### config.mk
export PLATFORM = sky130hd
export DESIGN_NAME = id_stage
export DESIGN_NICKNAME = d
export VERILOG_FILES = /design/src/rtl/id_stage_pkg.sv /design/src/rtl/regfile.sv /design/src/rtl/id_stage.sv
export SDC_FILE = /design/constraint.sdc
export NUM_CORES = 2
export LEC_CHECK = 0
export BUFFER_PORTS_ARGS = -buffer_cell sky130_fd_sc_hd__buf_4
export CELL_PAD_IN_SITES_DETAIL_PLACEMENT = 1
export CELL_PAD_IN_SITES_GLOBAL_PLACEMENT = 2
export CORE_AREA = 5 5 402 404
export DETAILED_ROUTE_END_ITERATION = 16
export DIE_AREA = 0 0 407 409
export GPL_ROUTABILITY_DRIVEN = 0
export GPL_TIMING_DRIVEN = 0
export PLACE_DENSITY_LB_ADDON = 0.1
export SYNTH_ARGS = -nofsm -noshare
export SYNTH_HDL_FRONTEND = slang
export SYNTH_SLANG_ARGS = --single-unit
### constraint.sdc
create_clock -name i_clk -period 132.2 [get_ports i_clk]
set_clock_uncertainty 0.2 [all_clocks]
set_input_delay 39.66 -clock i_clk [delete_from_list [all_inputs] [get_ports i_clk]]
set_output_delay 39.66 -clock i_clk [all_outputs]
set_load 0.005 [all_outputs]
### src/rtl/id_stage_pkg.sv
// Shared opcode/funct constants, ALU control encodings and decoded-control bundle
// used by the fetch, decode and execute stages.
package id_stage_pkg;

    localparam logic [5:0] OpRtype = 6'b000000;
    localparam logic [5:0] OpOri   = 6'b001101;
    localparam logic [5:0] OpAddiu = 6'b001001;
    localparam logic [5:0] OpLw    = 6'b100011;
    localparam logic [5:0] OpSw    = 6'b101011;
    localparam logic [5:0] OpBeq   = 6'b000100;
    localparam logic [5:0] OpJ     = 6'b000010;

    localparam logic [5:0] FnAddu  = 6'b100001;
    localparam logic [5:0] FnSubu  = 6'b100011;
    localparam logic [5:0] FnAnd   = 6'b100100;
    localparam logic [5:0] FnOr    = 6'b100101;
    localparam logic [5:0] FnSlt   = 6'b101010;

    typedef enum logic [2:0] {
        AluAdd = 3'b000,
        AluSub = 3'b001,
        AluAnd = 3'b010,
        AluOr  = 3'b011,
        AluSlt = 3'b100
    } alu_ctr_e;

    typedef struct packed {
        logic     jump;
        logic     branch;
        logic     ext_op;
        logic     reg_dst;
        logic     alu_src;
        logic     memto_reg;
        logic     reg_wr;
        logic     mem_wr;
        alu_ctr_e alu_ctr;
    } ctrl_t;

    // Instructions whose rt field is a source operand.
    function automatic logic reads_rt(input logic [5:0] op);
        return (op == OpRtype) || (op == OpSw) || (op == OpBeq);
    endfunction

endpackage

### src/rtl/regfile.sv
// 32x32 register file: $0 hard-wired to zero, combinational reads with
// same-cycle write-to-read bypass.
module regfile (
    input  logic        i_clk,
    input  logic        i_rst,
    input  logic        i_wr_en,
    input  logic [4:0]  i_wr_addr,
    input  logic [31:0] i_wr_data,
    input  logic [4:0]  i_rd_addr_a,
    input  logic [4:0]  i_rd_addr_b,
    output logic [31:0] o_rd_data_a,
    output logic [31:0] o_rd_data_b
);

    logic [31:0] r_regs [32];
    logic        w_wr_ok;
    logic        w_byp_a;
    logic        w_byp_b;

    assign w_wr_ok = i_wr_en && (i_wr_addr != 5'd0);

    always_ff @(posedge i_clk or posedge i_rst) begin
        if (i_rst) begin
            for (int i = 0; i < 32; i++) begin
                r_regs[i] <= '0;
            end
        end else if (w_wr_ok) begin
            r_regs[i_wr_addr] <= i_wr_data;
        end
    end

    assign w_byp_a     = w_wr_ok && (i_wr_addr == i_rd_addr_a);
    assign w_byp_b     = w_wr_ok && (i_wr_addr == i_rd_addr_b);
    assign o_rd_data_a = w_byp_a ? i_wr_data : r_regs[i_rd_addr_a];
    assign o_rd_data_b = w_byp_b ? i_wr_data : r_regs[i_rd_addr_b];

endmodule

### src/rtl/id_stage.sv
// Instruction decode stage: IF/ID pipeline register, control decode, register
// file reads and single-cycle load-use hazard detection.
module id_stage
    import id_stage_pkg::*;
#(
    parameter logic [31:0] NOP_INST = 32'h0000_0000
) (
    input  logic        i_clk,
    input  logic        i_rst,
    input  logic [31:0] i_inst,
    input  logic [31:0] i_pc,
    input  logic        i_stall,
    input  logic        i_flush,
    input  logic        i_wr_en,
    input  logic [4:0]  i_wr_addr,
    input  logic [31:0] i_wr_data,
    output logic [15:0] o_imm16,
    output logic [25:0] o_target,
    output logic        o_jump,
    output logic        o_branch,
    output logic        o_ext_op,
    output logic        o_reg_dst,
    output logic        o_alu_src,
    output logic        o_memto_reg,
    output logic        o_reg_wr,
    output logic        o_mem_wr,
    output logic [2:0]  o_alu_ctr,
    output logic [31:0] o_bus_a,
    output logic [31:0] o_bus_b,
    output logic [4:0]  o_rs,
    output logic [4:0]  o_rt,
    output logic [4:0]  o_rd,
    output logic [31:0] o_pc_id,
    output logic        o_valid,
    output logic        o_load_use
);

    logic [31:0] r_inst;
    logic [31:0] r_pc;
    logic        r_valid;
    logic        r_ld_valid;
    logic [4:0]  r_ld_rt;

    logic [5:0]  w_op;
    logic [5:0]  w_funct;
    logic [4:0]  w_rs;
    logic [4:0]  w_rt;
    logic        w_known;
    logic        w_decoded;
    logic        w_load_use;
    ctrl_t       w_ctrl;
    ctrl_t       w_out;

    assign w_op    = r_inst[31:26];
    assign w_funct = r_inst[5:0];
    assign w_rs    = r_inst[25:21];
    assign w_rt    = r_inst[20:16];

    always_ff @(posedge i_clk or posedge i_rst) begin
        if (i_rst) begin
            r_inst  <= NOP_INST;
            r_pc    <= '0;
            r_valid <= 1'b0;
        end else if (i_flush) begin
            r_inst  <= NOP_INST;
            r_pc    <= '0;
            r_valid <= 1'b0;
        end else if (!(i_stall || w_load_use)) begin
            r_inst  <= i_inst;
            r_pc    <= i_pc;
            r_valid <= 1'b1;
        end
    end

    // Clearing ld_valid on the hazard edge limits LoadUse to one bubble per load.
    always_ff @(posedge i_clk or posedge i_rst) begin
        if (i_rst) begin
            r_ld_valid <= 1'b0;
            r_ld_rt    <= '0;
        end else if (i_flush || w_load_use) begin
            r_ld_valid <= 1'b0;
        end else if (!i_stall) begin
            r_ld_valid <= w_decoded && (w_op == OpLw);
            r_ld_rt    <= w_rt;
        end
    end

    always_comb begin
        w_ctrl  = '0;
        w_known = 1'b1;
        case (w_op)
            OpRtype: begin
                w_ctrl.reg_dst = 1'b1;
                w_ctrl.reg_wr  = 1'b1;
                case (w_funct)
                    FnAddu:  w_ctrl.alu_ctr = AluAdd;
                    FnSubu:  w_ctrl.alu_ctr = AluSub;
                    FnAnd:   w_ctrl.alu_ctr = AluAnd;
                    FnOr:    w_ctrl.alu_ctr = AluOr;
                    FnSlt:   w_ctrl.alu_ctr = AluSlt;
                    default: w_known = 1'b0;
                endcase
            end
            OpOri: begin
                w_ctrl.alu_src = 1'b1;
                w_ctrl.reg_wr  = 1'b1;
                w_ctrl.alu_ctr = AluOr;
            end
            OpAddiu: begin
                w_ctrl.ext_op  = 1'b1;
                w_ctrl.alu_src = 1'b1;
                w_ctrl.reg_wr  = 1'b1;
            end
            OpLw: begin
                w_ctrl.ext_op    = 1'b1;
                w_ctrl.alu_src   = 1'b1;
                w_ctrl.memto_reg = 1'b1;
                w_ctrl.reg_wr    = 1'b1;
            end
            OpSw: begin
                w_ctrl.ext_op  = 1'b1;
                w_ctrl.alu_src = 1'b1;
                w_ctrl.mem_wr  = 1'b1;
            end
            OpBeq: begin
                w_ctrl.branch  = 1'b1;
                w_ctrl.alu_ctr = AluSub;
            end
            OpJ: begin
                w_ctrl.jump = 1'b1;
            end
            default: w_known = 1'b0;
        endcase
    end

    assign w_decoded  = r_valid && w_known;
    assign w_load_use = r_ld_valid && (r_ld_rt != 5'd0) && w_decoded &&
                        ((w_rs == r_ld_rt) || (reads_rt(w_op) && (w_rt == r_ld_rt)));
    assign w_out      = (w_decoded && !w_load_use) ? w_ctrl : ctrl_t'('0);

    assign o_jump      = w_out.jump;
    assign o_branch    = w_out.branch;
    assign o_ext_op    = w_out.ext_op;
    assign o_reg_dst   = w_out.reg_dst;
    assign o_alu_src   = w_out.alu_src;
    assign o_memto_reg = w_out.memto_reg;
    assign o_reg_wr    = w_out.reg_wr;
    assign o_mem_wr    = w_out.mem_wr;
    assign o_alu_ctr   = w_out.alu_ctr;

    assign o_imm16    = r_inst[15:0];
    assign o_target   = r_inst[25:0];
    assign o_rs       = w_rs;
    assign o_rt       = w_rt;
    assign o_rd       = r_inst[15:11];
    assign o_pc_id    = r_pc;
    assign o_valid    = r_valid;
    assign o_load_use = w_load_use;

    regfile u_regfile (
        .i_clk       (i_clk),
        .i_rst       (i_rst),
        .i_wr_en     (i_wr_en),
        .i_wr_addr   (i_wr_addr),
        .i_wr_data   (i_wr_data),
        .i_rd_addr_a (w_rs),
        .i_rd_addr_b (w_rt),
        .o_rd_data_a (o_bus_a),
        .o_rd_data_b (o_bus_b)
    );

endmodule

==> results.toml <==
[global_route]
grt_pass1_vias = 45410
antenna_found_initial = 7
grt_pass1_wl_mm = 347.4
grt_start_max_net_pins = 122
grt_overflow_total = 0
grt_usage_pct = 29.07

[synth]
synth_simple_gate_area_share_pct = 4.016
synth_top_family_by_area = "multiplexers"
synthArstFlopShare_pct = 100.0
ys_ff_latch = 1095
synth_fa_ha_area_share_pct = 0
muxShareOfSynthArea_pct = 38.15
synth_area_um2 = 59500
synth_ff_type = "dfrtp_1"
synth.distinct_cells = 51
syn_nets = 4374
avgSynthCellArea_um2 = 13.94
netlist_instances = 4268
synth_xor_area_share_pct = 0.3091
synth-compound-area-share_pct = 7.271
synth-seq-area-share_pct = 46.05
ys_warn_count = 0
synth-edff-count = 0

[clock_network]
clk_path_buf_depth = 3
cts_buffers = 137
tritoncts = "built"
post_cts_buffers = 0
insertion_delay_ns = 0.76
cts_sinks = 1095
postCtsHoldBufs = 0
htree_levels = 4
postCtsResizedCells = 0
path_clk_slew_ns = 0.06
cts_root_buf = "clkbuf_16"

[timing]
worst_pin_slew_ns = 1.522
setup_viol = 0
period_minus_slack_ns = 82.98
hold_viol = 0
fin_tns_setup_ns = 0
max_freq_mhz = 12.05
max_slew_margin_pct = -1.498
rsz0062_at_grt = "false"
fin_crit_sh_pct = 62.76
finalMaxSlewViolations = 43

[detailed_routing]
viasPerCell = 6.211
drc = 0
wl_per_cell_um = 35.40
routed_wl_mm = 243.1
vias = 42640
drt_pass1_iterations = 5
ant_nets = 0
first_iter_violations = 3420

[worst_setup_path]
critPathMaxFanout = 10
critPathRequiredTime_ns = 92.34
arrival_ns = 43.12
startpoint_type = "primary input"
end_kind = "output port"
criticalPathCategory = "in -> out"

[floorplan]
ioPinCount = 272
design.core.area_um2 = 157500
die_w_um = 407
start_util_pct = 37.79
rows = 146
dieHeight_um = 409
dieArea_um2 = 166500

[pwr]
p_per_area_nw_per_um2 = 15.72
ir_worst_vdd_mv = 0.01342
p_total_mw = 1.082
power_leakage_nw = 28.44

[place]
dp_hpwl_mm = 175.3
port_buffers = 264

[layout]
drive_gt1_share_pct = 45.06
nets = 4790
syn_to_final_growth_pct = 15.71
postLayoutCoreUtil_pct = 43.72

[min_path]
hp-class = "reg -> reg"

[status]
violations = "max-capacitance violations, max-slew violations"
status = "finished with violations"

[run]
maxCapViolations = 4
synth_stat cells, drive strengths merged, types with 2 or more instances:
cell	n	share of area, %
a211oi	2	0.034
a21oi	131	1.1
a22oi	257	3.2
a31oi	6	0.063
a32oi	63	0.93
and2	3	0.032
and3	2	0.021
buf	223	2.0
clkbuf	343	2.2
dfrtp	1095	46
inv	2	0.013
mux2	992	19
mux4	512	19
nand2	154	0.97
nand2b	46	0.48
nand3	76	0.64
nand3b	6	0.076
nor2	28	0.19
nor2b	34	0.36
nor3	7	0.059
nor3b	68	0.86
nor4	5	0.084
nor4b	2	0.050
o211ai	27	0.34
o21a	5	0.063
o21ai	96	0.81
o311ai	41	0.60
or2	3	0.036
or3	4	0.042
or3b	2	0.029
or4	4	0.057
xnor2	9	0.13
xor2	12	0.18
logic make-up (layout without fill, tap and decap cells):
| kind of cell | count (synthesis) | count (layout) |
|---|---|---|
| xor+xnor | 21 | 21 |
| compound gates | 634 | 634 |
| simple gates | 446 | 446 |
| buf+inv | 568 | 1087 |
| mux | 1504 | 1504 |
| other cells | 0 | 7 |
| flops | 1095 | 1095 |
worst max-delay path, cell delays in order:
cell	delay, ns
buf_2	0.32
nor3_1	0.27
a21bo_2	0.30
nor4_4	0.78
buf_8	0.24
clkbuf_1	0.60
o21ai_0	0.61
buf_4	0.32
where the power goes:
group	switching, mW	internal [mW]
clock network	0.156	0.220
registers	0.0467	0.397
logic	0.126	0.137
final timing paths:
check | start | end | slack, ns | cells after the start
worst min-delay path | u_regfile.r_regs[1002]$_DFFE_PP0P_ | u_regfile.r_regs[1002]$_DFFE_PP0P_ | 0.28 | 1
max in group asynchronous | i_rst | r_inst[11]$_DFFE_PP0P_ | 90.52 | 6
worst min register to register | u_regfile.r_regs[1002]$_DFFE_PP0P_ | u_regfile.r_regs[1002]$_DFFE_PP0P_ | 0.28 | 1
min in group asynchronous | i_rst | u_regfile.r_regs[668]$_DFFE_PP0P_ | 38.68 | 2
worst max register to register | r_inst[17]$_DFFE_PP0P_ | r_ld_rt[1]$_DFFE_PP0P_ | 128.24 | 7
worst max-delay path | i_wr_addr[2] | o_bus_a[17] | 49.22 | 8
registers in the layout, indices dropped and copies added, names as in the netlist:
signal / count
r_inst: 32
o_valid: 1
u_regfile.r_regs: 1024
r_ld_valid: 1
r_ld_rt: 5
o_pc_id: 32
cell usage in the layout (no fill, tap or decap), drive strengths merged, types with 6 or more instances in the layout:
cell type / netlist / routed
nand3: 76 / 76
nor3: 7 / 7
clkinv: 0 / 15
nand2b: 46 / 46
nand2: 154 / 154
xnor2: 9 / 9
a22oi: 257 / 257
diode: 0 / 7
inv: 2 / 11
clkbuf: 343 / 554
o311ai: 41 / 41
nor2: 28 / 28
o21ai: 96 / 96
a32oi: 63 / 63
xor2: 12 / 12
a31oi: 6 / 6
o211ai: 27 / 27
buf: 223 / 500
mux2: 992 / 992
nor2b: 34 / 34
nor3b: 68 / 68
a21oi: 131 / 131
dfrtp: 1095 / 1095
mux4: 512 / 512
nand3b: 6 / 6
metal layers:
layer | up-vias | global-route usage, % | wire, µm
met5 | - | 0 | 0
li1 | 17270 | - | -
met4 | 0 | 10.03 | 9361
met3 | 391 | 4.604 | 12800
met1 | 23530 | 39.83 | 104100
met2 | 1443 | 47.20 | 116800
stage by stage:
step	setup WS, ns	instances	hold slack, ns	instance area (µm²)
after floorplan	51.19	4268	0.2413	59500
after global placement	46.61	6604	0.2516	64080
after detailed placement	49.41	6616	0.2685	64410
after CTS	49.38	6858	0.2816	68810
after global routing	49.28	6860	0.3028	68830
final	49.22	6866	0.2776	68850
final cells by class:
| class | instances | area, µm² |
|---|---|---|
| Fill cell | 16020 | 88620 |
| Multi-Input combinational cell | 2605 | 29620 |
| Sequential cell | 1095 | 27400 |
| Clock buffer | 211 | 4144 |
| Tap cell | 2072 | 2592 |
| Buffer | 566 | 2494 |
| Timing Repair Buffer | 277 | 2298 |
| Clock inverter | 31 | 262.8 |
| Antenna cell | 7 | 17.52 |
| Inverter | 2 | 15.01 |
Power figures use the tool's default switching activity.
